--- src/rtl/sel_onehot_seq_pkg.sv ---
// Shared types and helpers for the one-hot select sequencer.
//   state_e : scan FSM states (idle / timed auto-scan)
//   DirUp/DirDn : encoding of the dir input
//   onehot() : index -> one-hot vector, MaxNout wide; callers size-cast to their width
package sel_onehot_seq_pkg;

   localparam int unsigned MaxSelW = 8;
   localparam int unsigned MaxNout = 1 << MaxSelW;

   localparam logic DirUp = 1'b0;
   localparam logic DirDn = 1'b1;

   typedef enum logic {
      StIdle,
      StScan
   } state_e;

   function automatic logic [MaxNout-1:0] onehot(input logic [MaxSelW-1:0] idx);
      return MaxNout'(1) << idx;
   endfunction

endpackage

--- src/rtl/sel_onehot_seq_if.sv ---
// Control/status bundle for sel_onehot_seq.
//   master: controller side, drives en/load/sel/step/dir/auto/dwell, reads y/idx/wrap/busy
//   slave : sequencer side
interface sel_onehot_seq_if #(
   parameter int unsigned SEL_W   = 3,
   parameter int unsigned DWELL_W = 8
);
   localparam int unsigned NOUT = 1 << SEL_W;

   logic               en;
   logic               load;
   logic [SEL_W-1:0]   sel;
   logic               step;
   logic               dir;
   logic               auto;
   logic [DWELL_W-1:0] dwell;
   logic [NOUT-1:0]    y;
   logic [SEL_W-1:0]   idx;
   logic               wrap;
   logic               busy;

   modport master (
      output en, load, sel, step, dir, auto, dwell,
      input  y, idx, wrap, busy
   );

   modport slave (
      input  en, load, sel, step, dir, auto, dwell,
      output y, idx, wrap, busy
   );
endinterface

--- src/rtl/sel_onehot_seq_dwell_timer.sv ---
// Dwell counter for timed auto-scan.
//   clk, rst : clock, async active-high reset
//   run_i    : count enable (scan active); low holds the count at zero
//   clr_i    : restart the dwell period (a load/step happened this cycle)
//   dwell_i  : period minus one, sampled live
//   tick_o   : advance request, high when the count has reached dwell_i
module sel_onehot_seq_dwell_timer #(
   parameter int unsigned DWELL_W = 8
) (
   input  logic               clk,
   input  logic               rst,
   input  logic               run_i,
   input  logic               clr_i,
   input  logic [DWELL_W-1:0] dwell_i,
   output logic               tick_o
);

   logic [DWELL_W-1:0] cnt_q, cnt_d;

   // >= rather than == so a live drop of dwell below the count fires at once.
   assign tick_o = run_i && (cnt_q >= dwell_i);

   always_comb begin
      cnt_d = cnt_q + DWELL_W'(1);
      if (clr_i || !run_i || tick_o) begin
         cnt_d = '0;
      end
   end

   always_ff @(posedge clk or posedge rst) begin
      if (rst) begin
         cnt_q <= '0;
      end else begin
         cnt_q <= cnt_d;
      end
   end

endmodule

--- src/rtl/sel_onehot_seq.sv ---
// Registered index-to-one-hot selector with enable, manual step and timed auto-scan.
//   clk, rst : clock, async active-high reset
//   bus      : slave side of sel_onehot_seq_if
//     en gates y to zero, load/sel set the index, step/dir move it by one,
//     auto/dwell advance it every dwell+1 cycles; y/idx/wrap/busy are registered status.
// Priority per edge: load > step > auto tick, one index update at most.
module sel_onehot_seq
   import sel_onehot_seq_pkg::*;
#(
   parameter int unsigned SEL_W   = 3,
   parameter int unsigned DWELL_W = 8,
   parameter bit          WRAP_EN = 1'b1
) (
   input logic             clk,
   input logic             rst,
   sel_onehot_seq_if.slave bus
);

   localparam int unsigned      NOUT   = 1 << SEL_W;
   localparam logic [SEL_W-1:0] IdxMax = '1;

   state_e           state_q;
   logic [SEL_W-1:0] idx_q, idx_d;
   logic [NOUT-1:0]  y_q, y_d;
   logic             wrap_q, wrap_d;
   logic             run, tick, adv, at_end;

   // Dropping auto stops the timer on the same edge, so leaving SCAN never advances.
   assign run = (state_q == StScan) && bus.auto;

   sel_onehot_seq_dwell_timer #(
      .DWELL_W(DWELL_W)
   ) u_timer (
      .clk    (clk),
      .rst    (rst),
      .run_i  (run),
      .clr_i  (bus.load | bus.step),
      .dwell_i(bus.dwell),
      .tick_o (tick)
   );

   always_comb begin
      adv    = !bus.load && (bus.step || tick);
      at_end = (bus.dir == DirUp) ? (idx_q == IdxMax) : (idx_q == '0);
      idx_d  = idx_q;
      wrap_d = 1'b0;
      if (bus.load) begin
         idx_d = bus.sel;
      end else if (adv) begin
         wrap_d = at_end;
         // Saturating build holds at the limit; arithmetic wraps naturally otherwise.
         if (!at_end || WRAP_EN) begin
            idx_d = (bus.dir == DirUp) ? idx_q + SEL_W'(1) : idx_q - SEL_W'(1);
         end
      end
      y_d = bus.en ? NOUT'(onehot(MaxSelW'(idx_d))) : '0;
   end

   always_ff @(posedge clk or posedge rst) begin
      if (rst) begin
         state_q <= StIdle;
         idx_q   <= '0;
         y_q     <= '0;
         wrap_q  <= 1'b0;
      end else begin
         case (state_q)
            StIdle:  if (bus.auto) state_q <= StScan;
            StScan:  if (!bus.auto) state_q <= StIdle;
            default: state_q <= StIdle;
         endcase
         idx_q  <= idx_d;
         y_q    <= y_d;
         wrap_q <= wrap_d;
      end
   end

   assign bus.y    = y_q;
   assign bus.idx  = idx_q;
   assign bus.wrap = wrap_q;
   assign bus.busy = (state_q == StScan);

endmodule

--- src/flat_wrapper.sv ---
// flat-port wrapper written by rule: the top's interface ports become plain ports
module sel_onehot_seq_flat import sel_onehot_seq_pkg::*;
#(
   parameter int unsigned SEL_W   = 3,
   parameter int unsigned DWELL_W = 8,
   parameter bit          WRAP_EN = 1'b1
)
  (clk, rst, bus_en, bus_load, bus_sel, bus_step, bus_dir, bus_auto, bus_dwell, bus_y, bus_idx, bus_wrap, bus_busy);
  sel_onehot_seq_if #(.SEL_W(SEL_W), .DWELL_W(DWELL_W)) bus_i ();
  input logic clk;
  input logic rst;
  input wire logic [$bits(bus_i.en)-1:0] bus_en;
  input wire logic [$bits(bus_i.load)-1:0] bus_load;
  input wire logic [$bits(bus_i.sel)-1:0] bus_sel;
  input wire logic [$bits(bus_i.step)-1:0] bus_step;
  input wire logic [$bits(bus_i.dir)-1:0] bus_dir;
  input wire logic [$bits(bus_i.auto)-1:0] bus_auto;
  input wire logic [$bits(bus_i.dwell)-1:0] bus_dwell;
  output wire logic [$bits(bus_i.y)-1:0] bus_y;
  output wire logic [$bits(bus_i.idx)-1:0] bus_idx;
  output wire logic [$bits(bus_i.wrap)-1:0] bus_wrap;
  output wire logic [$bits(bus_i.busy)-1:0] bus_busy;
  assign bus_i.en = bus_en;
  assign bus_i.load = bus_load;
  assign bus_i.sel = bus_sel;
  assign bus_i.step = bus_step;
  assign bus_i.dir = bus_dir;
  assign bus_i.auto = bus_auto;
  assign bus_i.dwell = bus_dwell;
  assign bus_y = bus_i.y;
  assign bus_idx = bus_i.idx;
  assign bus_wrap = bus_i.wrap;
  assign bus_busy = bus_i.busy;
  sel_onehot_seq #(.SEL_W(SEL_W), .DWELL_W(DWELL_W), .WRAP_EN(WRAP_EN)) u_core (.clk(clk), .rst(rst), .bus(bus_i));
endmodule
--- config.mk ---
export PLATFORM = sky130hd
export DESIGN_NAME = sel_onehot_seq_flat
export DESIGN_NICKNAME = d
export VERILOG_FILES = /design/src/rtl/sel_onehot_seq_pkg.sv /design/src/rtl/sel_onehot_seq_if.sv /design/src/rtl/sel_onehot_seq_dwell_timer.sv /design/src/rtl/sel_onehot_seq.sv /design/src/flat_wrapper.sv
export SDC_FILE = /design/constraint.sdc
export NUM_CORES = 1
export LEC_CHECK = 0
export CAP_MARGIN = 30
export CORE_AREA = 5 5 55 57
export DETAILED_ROUTE_END_ITERATION = 16
export DIE_AREA = 0 0 60 62
export GPL_TIMING_DRIVEN = 0
export PLACE_DENSITY_LB_ADDON = 0.08
export SYNTH_ARGS = -nofsm -noshare
export SYNTH_HDL_FRONTEND = slang
export SYNTH_HIERARCHICAL = 1
export SYNTH_SLANG_ARGS = --single-unit
--- constraint.sdc ---
create_clock -name clk -period 4.5 [get_ports clk]
set_clock_uncertainty 0.1 [all_clocks]
set_input_delay 0.45 -clock clk [delete_from_list [all_inputs] [get_ports clk]]
set_output_delay 0.45 -clock clk [all_outputs]
set_load 0.05 [all_outputs]
==> flow_metrics.tcl, run 1 <==
set metrics [dict create \
    status "completed" \
    synth.most_common_cell "dfrtp_1" \
    yosys.area.top_type "dfrtp_1" \
    worst-endpoint-required_ns 4.63 \
    antenna_cells 0 \
    tritoncts "yes" \
    worst_pin_slew_ns 0.518 \
    drv_slew 0 \
    cp.arrival_ns 3.04 \
    start_util_pct 50.2 \
    fp.dieW_microns 60 \
    synth_top_area_share_pct 43.1 \
    finalSetupViolations 0 \
    powerDensity_nw_per_um2 257 \
    insertion_delay_ns 0.29 \
    fin_area_sq_um 1590 \
    pin_count 31 \
    first_iter_violations 38 \
    totalNegativeSetupSlack_ns 0 \
    placed_area_sq_um 1560 \
    slew_headroom_pct 65.4 \
    grt_first_pass_wirelength_microns 4210 \
    htree_levels 1 \
    switchingPower_mw 0.130 \
    hpwl_microns 2060 \
    critPathKind "in2reg" \
    critPathMaxFanout 7 \
    rows 18 \
    rsz0062_at_grt "no" \
    synthTopCellsByArea "dfrtp_1 43%, ha_1 9.2%, nor2_1 5.2%" \
    grt-ovfl-total 0 \
    clock.fmax_mhz 344 \
    clkPwrFrac_pct 21.5 \
    r2r_slack_ns 1.76 \
    syn2layout_area_growth_pct 29.9 \
    post-route-period-util_pct 64.7 \
    numCtsBuffers 3 \
    cellLeakagePower_nw 0.738 \
    antenna_left 0 \
    reg2regPathDepth 9 \
    post_cts_buffers 0 \
    vias 945 \
    yosys_warnings 6 \
    drt_first_pass_iters 4 \
    max-vdd-ir-drop_mv 0.248 \
    coreArea_sq_um 2430 \
    synthCells 120 \
    cap_viol_max_count 0 \
    syn_area_sq_um 1220 \
    clkTransAtPathRegs_ns 0.11 \
    dieArea_sq_um 3720 \
    cts_max_path_buffers 2 \
    cts_resized 0 \
    synth_ff_type "dfrtp_1" \
    fin_crit_ns 2.91 \
    endpoint_kind "flip-flop" \
    r2r_end "u_core/bus.y[3]$_DFF_PP0_" \
    avgSynthCellArea_sq_um 10.2 \
    comb_power_share_pct 28.4 \
    ys_seq_area_share_pct 43.1 \
    synth_common_cells "21 x dfrtp_1, 17 x nor2_1, 16 x inv_1, 9 x ha_1" \
    ctsRootBufferMaster "clkbuf_4" \
    hold_viol_final 0 \
    grt_pass1_vias 980 \
    ys_seq_elements 21 \
    share_seq_of_total_power_pct 50.1 \
    synth-edff-count 0 \
    numPortBuffers 30 \
    nets 183 \
    gp_congestion 0.726 \
    r2r-start "u_core/u_timer/cnt_q[2]$_DFF_PP0_" \
    grt_max_degree 14 \
    gr-usage-all-layers_pct 15.5 \
    cts.sinks 21 \
    wl_per_cell_microns 13.6 \
    wirelength_microns 2500 \
    switching_share_pct 31.9 \
    drc 0 \
    cp-start-kind "input port" \
    die_h_microns 62 \
    yosysUniqueCellTypes 37 \
    antenna_found_initial 0 \
    internal_power_mw 0.277 \
    ys_async_sr_fraction_pct 100 \
    syn_nets 148 \
    drive_gt1_share_pct 10.4 \
    total_power_mw 0.407 \
    cts_hold_buf 0 \
    vias_per_cell 5.14 \
    hp-class "in2async" \
]
==> stage by stage <==
| stage | instances | utilization, % | setup slack (ns) | hold slack [ns] |
|---|---|---|---|---|
| 2_1_floorplan | 120 | - | 1.97 | 0.166 |
| 3_3_place_gp | 180 | 64.0 | 1.31 | 0.423 |
| 6_report | 184 | 65.2 | 1.59 | 0.303 |
| 5_1_grt | 184 | 65.2 | 1.42 | 0.296 |
| 3_5_place_dp | 180 | 64.0 | 1.26 | 0.439 |
| 4_1_cts | 184 | 65.2 | 1.58 | 0.301 |
==> cells by family after synthesis <==
group	count (synthesis)	synth area share [%]
flops	21	43.1
compound gates	17	14.6
xor+xnor	7	5.03
fa+ha+maj	10	10.9
buf+inv	18	5.85
simple gates	47	20.6
==> per-layer routing <==
metal | up-vias | track usage [%] | share of wire (%)
li1 | 474 | - | -
met1 | 441 | 15.8 | 39
met2 | 24 | 29.3 | 54
met3 | 6 | 3.51 | 5.5
met4 | 0 | 7.91 | 2.0
met5 | - | 0 | 0
==> power by group through the flow <==
stage	logic (mW)	clock network, mW	registers [mW]
4_1_cts	0.117	0.0927	0.204
2_1_floorplan	0.0442	0	0.236
6_report	0.116	0.0875	0.204
5_1_grt	0.124	0.103	0.205
3_5_place_dp	0.116	0	0.208
3_3_place_gp	0.114	0	0.207
==> how the worst max path moves through the flow <==
stage,from,slack [ns],end,depth (start not counted)
after CTS,bus_dwell[2],1.58,u_core/bus.y[3]$_DFF_PP0_,11
after global placement,bus_dwell[2],1.31,u_core/bus.y[4]$_DFF_PP0_,11
after global routing,bus_dwell[2],1.42,u_core/bus.y[3]$_DFF_PP0_,11
after floorplan,bus_dwell[2],1.97,u_core/bus.y[3]$_DFF_PP0_,10
after detailed placement,bus_dwell[2],1.26,u_core/bus.y[3]$_DFF_PP0_,11
final,bus_dwell[2],1.59,u_core/bus.y[3]$_DFF_PP0_,11
==> layout by cell type, fill, tap and decap left out, drive strengths merged, types with 3 or more instances in the layout <==
master         Yosys  final
a21oi              3      3
clkbuf             0      3
clkdlybuf4s50      0     30
dfrtp             21     21
ha                 9      9
inv               17     17
nand2              5      5
nand2b             4      4
nand3              5      5
nor2              17     17
nor3               4      4
o21a               3      3
o31ai              3      3
xor2               5      5
==> state kept, by name (all words and copies together) (netlist names) <==
| name | flops |
|---|---|
| u_core/bus.y | 8 |
| u_core/bus.wrap | 1 |
| u_core/bus.busy | 1 |
| u_core/u_timer/cnt_q | 8 |
| u_core/bus.idx | 3 |
==> final cells by class <==
class                      count  area (sq um)
timing repair buffer          30           300
sequential                    21           526
clock buffer                   3          22.5
multi-input combinational     81           623
inverter                      17          63.8
clock inverter                 1          5.00
buffer                         1          7.51
tap                           30          37.5
fill                         225           847
==> critical path: stages <==
cell and delay, ns:
clkdlybuf4s50_1 0.46, inv_1 0.04, ha_1 0.31, a211o_1 0.31, a31oi_2 0.26, nor3_1 0.07, o21a_1 0.28, or2_4 0.30
a2111oi_4 0.33, nand2_1 0.11, nor2_1 0.12
Power figures use the tool's default switching activity.
==> inputs of run 2 (changes only) <==
--- a/config.mk
+++ b/config.mk
@@ -6,9 +6,9 @@
 export NUM_CORES = 1
 export LEC_CHECK = 0
 export CAP_MARGIN = 30
-export CORE_AREA = 5 5 55 57
+export CORE_AREA = 5 5 57 59
 export DETAILED_ROUTE_END_ITERATION = 16
-export DIE_AREA = 0 0 60 62
+export DIE_AREA = 0 0 62 64
 export GPL_TIMING_DRIVEN = 0
 export PLACE_DENSITY_LB_ADDON = 0.08
 export SYNTH_ARGS = -nofsm -noshare
==> constraint.sdc (replaced) <==
create_clock -name clk -period 3 [get_ports clk]
set_clock_uncertainty 0.1 [all_clocks]
set_input_delay 0.3 -clock clk [delete_from_list [all_inputs] [get_ports clk]]
set_output_delay 0.3 -clock clk [all_outputs]
set_load 0.05 [all_outputs]
==> run 2 against run 1 <==
Non-clock buffer count unchanged. Via count decreased by 2.0%. Final cell count increased by 0.54%. Clock power increased by 46%. Wire length decreased by 3.4%. Utilization decreased by 5.6 points. Total power increased by 49%. Worst setup slack got worse by 1.4 ns. Largest power group unchanged. Largest cell class unchanged.
==> flow_metrics.tcl, run 2 (synthesis gave the netlist of run 1 again) <==
set metrics [dict create \
    final_cell_mix "30 x clkdlybuf4s50_1, 21 x dfrtp_1, 17 x nor2_1" \
    cts_resized 0 \
    nFillCells 241 \
    worst-endpoint-required_ns 3.12 \
    cp.arrival_ns 2.91 \
    post-route-period-util_pct 93.0 \
    tritoncts "yes" \
    grt_pass1_vias 1010 \
    syn2layout_area_growth_pct 29.9 \
    htree_levels 1 \
    start_util_pct 45.8 \
    pin_count 31 \
    rows 19 \
    hpwl_microns 1990 \
    die_h_microns 64 \
    critPathMaxFanout 7 \
    fin_crit_ns 2.79 \
    grt_first_pass_wirelength_microns 4170 \
    rsz0062_at_grt "no" \
    numPortBuffers 30 \
    cts_max_path_buffers 2 \
    cellLeakagePower_nw 0.735 \
    final_common_cell "clkdlybuf4s50_1" \
    totalNegativeSetupSlack_ns 0 \
    slew_headroom_pct 66.2 \
    fp.dieW_microns 62 \
    cp-start-kind "input port" \
    nets 183 \
    powerDensity_nw_per_um2 383 \
    r2r-start "u_core/u_timer/cnt_q[2]$_DFF_PP0_" \
    wirelength_microns 2420 \
    max-vdd-ir-drop_mv 0.345 \
    r2r_end "u_core/bus.y[3]$_DFF_PP0_" \
    cts_hold_buf 0 \
    worst_pin_slew_ns 0.506 \
    critPathBufInv 2 \
    numCtsBuffers 3 \
    setup.worst_path.start "bus_dwell[2]" \
    reg2regPathDepth 9 \
    endpoint_kind "flip-flop" \
    r2r_slack_ns 0.26 \
    cts.sinks 21 \
    drv_slew 0 \
    drc 0 \
    total_power_mw 0.607 \
    crit_path_top_delay_cell "clkdlybuf4s50_1" \
    drive_gt1_share_pct 9.74 \
    cap_viol_max_count 0 \
    cp_cell_sequence "clkdlybuf4s50_1 > inv_1 > ha_1 > a211o_1 > a31oi_2 > nor3_1 > o21a_1 > or2_4 > a2111oi_4 > nand2_1 > nor2_1" \
    first_iter_violations 13 \
    ctsRootBufferMaster "clkbuf_4" \
    hp-class "in2async" \
    wl_per_cell_microns 13.1 \
    finalSetupViolations 0 \
    grt_max_degree 14 \
    coreArea_sq_um 2660 \
    grt-ovfl-total 0 \
    slowest_delay_ns 0.45 \
    dieArea_sq_um 3970 \
    hold_viol_final 0 \
    status "completed" \
    gp_congestion 0.729 \
    crit_cells 11 \
    clock.fmax_mhz 359 \
    critPathKind "in2reg" \
    worst_path_dominant_cell_family "compound AO/OA/AOI/OAI gates" \
    antenna_cells 0 \
    post_cts_buffers 0 \
    drt_first_pass_iters 4 \
    clkTransAtPathRegs_ns 0.11 \
    gr-usage-all-layers_pct 13.8 \
    vias 926 \
    antenna_left 0 \
    antenna_found_initial 0 \
    vias_per_cell 5.01 \
    endpoint "u_core/bus.y[3]$_DFF_PP0_" \
    insertion_delay_ns 0.29 \
]
run 2: stage by stage:
stage          setup WS [ns]  instances  utilization [%]  hold slack [ns]  instance area, sq um
2_1_floorplan          0.542        120                -           0.0157                  1220
6_report               0.211        185             59.5            0.155                  1590
5_1_grt               0.0844        185             59.5            0.195                  1590
3_3_place_gp         -0.0395        181             58.6            0.425                  1560
4_1_cts                0.223        185             59.5            0.158                  1590
3_5_place_dp         -0.0865        181             58.6            0.425                  1560
run 2: worst min path at each step:
| stage | to |
|---|---|
| 2_1_floorplan | u_core/u_timer/cnt_q[0]$_DFF_PP0_ |
| 3_3_place_gp | u_core/u_timer/cnt_q[0]$_DFF_PP0_ |
| 3_5_place_dp | u_core/u_timer/cnt_q[0]$_DFF_PP0_ |
| 4_1_cts | u_core/u_timer/cnt_q[1]$_DFF_PP0_ |
| 5_1_grt | u_core/u_timer/cnt_q[0]$_DFF_PP0_ |
| 6_report | u_core/u_timer/cnt_q[7]$_DFF_PP0_ |
run 2: worst register-to-register path, cell delays in order, from the launching register on:
cell and delay [ns]:
dfrtp_1 0.45, ha_1 0.32, a211o_1 0.31, a31oi_2 0.25
nor3_1 0.08, o21a_1 0.29, or2_4 0.31, a2111oi_4 0.30
nand2_1 0.13, nor2_1 0.15
run 2: power breakdown:
group          switching, mW  internal, mW
registers             0.0103         0.295
logic                  0.102        0.0708
clock network         0.0766        0.0516
run 2: per-layer routing:
layer | global-route usage, % | part of all wire (%) | routed length (microns)
met1 | 14.6 | 40 | 962
met2 | 26.0 | 55 | 1320
met3 | 2.82 | 5.1 | 123
met4 | 3.98 | 0.50 | 12
met5 | 0 | 0 | 0
run 2: layout make-up:
type                            count  area (sq um)  share of cell area, %
Clock buffer                        4          26.3                   1.66
Timing Repair Buffer               30           300                   18.9
Sequential cell                    21           526                   33.1
Buffer                              1          7.51                  0.474
Multi-Input combinational cell     81           623                   39.3
Inverter                           17          63.8                   4.03
Tap cell                           31          38.8                   2.45
==> inputs of run 3 (changes only) <==
--- a/config.mk
+++ b/config.mk
@@ -6,11 +6,12 @@
 export NUM_CORES = 1
 export LEC_CHECK = 0
 export CAP_MARGIN = 30
-export CORE_AREA = 5 5 57 59
+export CORE_AREA = 2 2 54 56
 export DETAILED_ROUTE_END_ITERATION = 16
-export DIE_AREA = 0 0 62 64
+export DIE_AREA = 0 0 56 58
 export GPL_TIMING_DRIVEN = 0
 export PLACE_DENSITY_LB_ADDON = 0.08
+export SETUP_SLACK_MARGIN = 0.1
 export SYNTH_ARGS = -nofsm -noshare
 export SYNTH_HDL_FRONTEND = slang
 export SYNTH_HIERARCHICAL = 1
==> run 3 against run 2 <==
Clock power barely moved. Die area fell by 18%. First-iteration DRC count rose by 7.7%. Highest routed layer unchanged. Sequential cell count did not move.
==> flow_metrics.tcl, run 3 (synthesis gave the netlist of run 1 again) <==
set metrics [dict create \
    totalNegativeSetupSlack_ns 0 \
    grt_first_pass_wirelength_microns 4000 \
    cap_viol_max_count 0 \
    crit_path_top_delay_cell "clkdlybuf4s50_1" \
    antenna_found_initial 0 \
    max-vdd-ir-drop_mv 0.383 \
    start_util_pct 45.8 \
    htree_levels 1 \
    pin_count 31 \
    tritoncts "yes" \
    hold_viol_final 0 \
    slowest_delay_ns 0.46 \
    antenna_left 0 \
    antenna_cells 0 \
    clkTransAtPathRegs_ns 0.11 \
    hpwl_microns 1860 \
    cts_resized 0 \
    slew_headroom_pct 66.6 \
    rsz0062_at_grt "no" \
    worst_path_dominant_cell_family "compound AO/OA/AOI/OAI gates" \
    ctsRootBufferMaster "clkbuf_4" \
    drt_first_pass_iters 4 \
    cts.sinks 21 \
    endpoint_kind "flip-flop" \
    first_iter_violations 14 \
    coreArea_sq_um 2660 \
    dp_slack_ns -0.0760 \
    vias 951 \
    grt_pass1_vias 982 \
    wl_per_cell_microns 12.0 \
    critPathMaxFanout 7 \
    dieArea_sq_um 3250 \
    powerDensity_nw_per_um2 380 \
    fp.dieW_microns 56 \
    cp_cell_sequence "clkdlybuf4s50_1 > inv_1 > ha_1 > a211o_1 > a31oi_2 > nor3_1 > o21a_2 > or2_4 > a2111oi_4 > nand2_1 > nor2_1" \
    fin_crit_ns 2.71 \
    gp_congestion 0.740 \
    post_cts_buffers 0 \
    placed_area_sq_um 1560 \
    numCtsBuffers 3 \
    insertion_delay_ns 0.29 \
    rows 19 \
    final_common_cell "clkdlybuf4s50_1" \
    cts_hold_buf 0 \
    critPathBufInv 2 \
    hp-class "in2async" \
    finalSetupViolations 0 \
    cp.arrival_ns 2.84 \
    syn2layout_area_growth_pct 30.4 \
    worst-endpoint-required_ns 3.13 \
    cellLeakagePower_nw 0.739 \
    die_h_microns 58 \
    fin_area_sq_um 1590 \
    drive_gt1_share_pct 11.7 \
    grt-ovfl-total 0 \
    drv_slew 0 \
    vias_per_cell 5.14 \
    clock.fmax_mhz 369 \
    final_cell_mix "30 x clkdlybuf4s50_1, 21 x dfrtp_1, 16 x inv_1, 16 x nor2_1, 9 x ha_1" \
    cts_max_path_buffers 2 \
    nets 183 \
    wirelength_microns 2220 \
    drc 0 \
    gr-usage-all-layers_pct 15.6 \
    critPathKind "in2reg" \
    numPortBuffers 30 \
    r2r_slack_ns 0.34 \
    setup_slack_ns 0.287 \
    post-route-period-util_pct 90.4 \
    grt_max_degree 14 \
    cp-start-kind "input port" \
    status "completed" \
    worst_pin_slew_ns 0.499 \
]
run 3: cell types whose count changed in the layout (fill, tap and decap cells not counted):
cell	delta
nor2_1	-1
o21a_1	-1
clkbuf_1	-1
o21a_2	+1
clkinv_2	+1
nor2_2	+1
run 3: layout make-up:
cell class                      count  area (sq um)
Multi-Input combinational cell     81           627
Timing Repair Buffer               30           300
Fill cell                         235          1070
Sequential cell                    21           526
Inverter                           17          63.8
Tap cell                           31          38.8
Clock buffer                        3          22.5
Clock inverter                      1          5.00
Buffer                              1          7.51
run 3: final timing paths:
path                                                    from                                 to  cells after the start
hold reg to reg            u_core/u_timer/cnt_q[0]$_DFF_PP0_  u_core/u_timer/cnt_q[0]$_DFF_PP0_                      1
setup reg to reg           u_core/u_timer/cnt_q[2]$_DFF_PP0_          u_core/bus.y[7]$_DFF_PP0_                      9
hold / removal                                           rst  u_core/u_timer/cnt_q[0]$_DFF_PP0_                      2
setup / recovery                                bus_dwell[2]          u_core/bus.y[7]$_DFF_PP0_                     11
min in group clk                                    bus_auto          u_core/bus.busy$_DFF_PP0_                      1
max in group asynchronous                                rst        u_core/bus.idx[2]$_DFF_PP0_                      2
run 3: worst register-to-register path, stage by stage, from the launching register on:
cell and delay (ns):
dfrtp_1 0.45, ha_1 0.32, a211o_1 0.30, a31oi_2 0.24, nor3_1 0.09, o21a_2 0.28, or2_4 0.28, a2111oi_4 0.30
nand2_1 0.13, nor2_1 0.11
run 3: per-stage QoR:
stage               cells  util, %  power, mW  hold WS [ns]
finish                185     59.7      0.604         0.161
global route          185     59.7      0.641         0.156
CTS                   185     59.6      0.616         0.156
detailed placement    181     58.6      0.485         0.431
global placement      181     58.6      0.482         0.425
floorplan             120        -      0.420        0.0157
run 3: report_power, final:
| part | switching (mW) | internal (mW) |
|---|---|---|
| clock network | 0.0769 | 0.0495 |
| registers | 0.0105 | 0.295 |
| logic | 0.101 | 0.0710 |
| total | 0.188 | 0.416 |
run 3: per-layer routing:
layer | share of wire [%] | global-route usage, %
met1 | 40 | 15.9
met2 | 55 | 30.6
met3 | 4.5 | 3.57
met4 | 0.54 | 6.12
met5 | 0 | 0
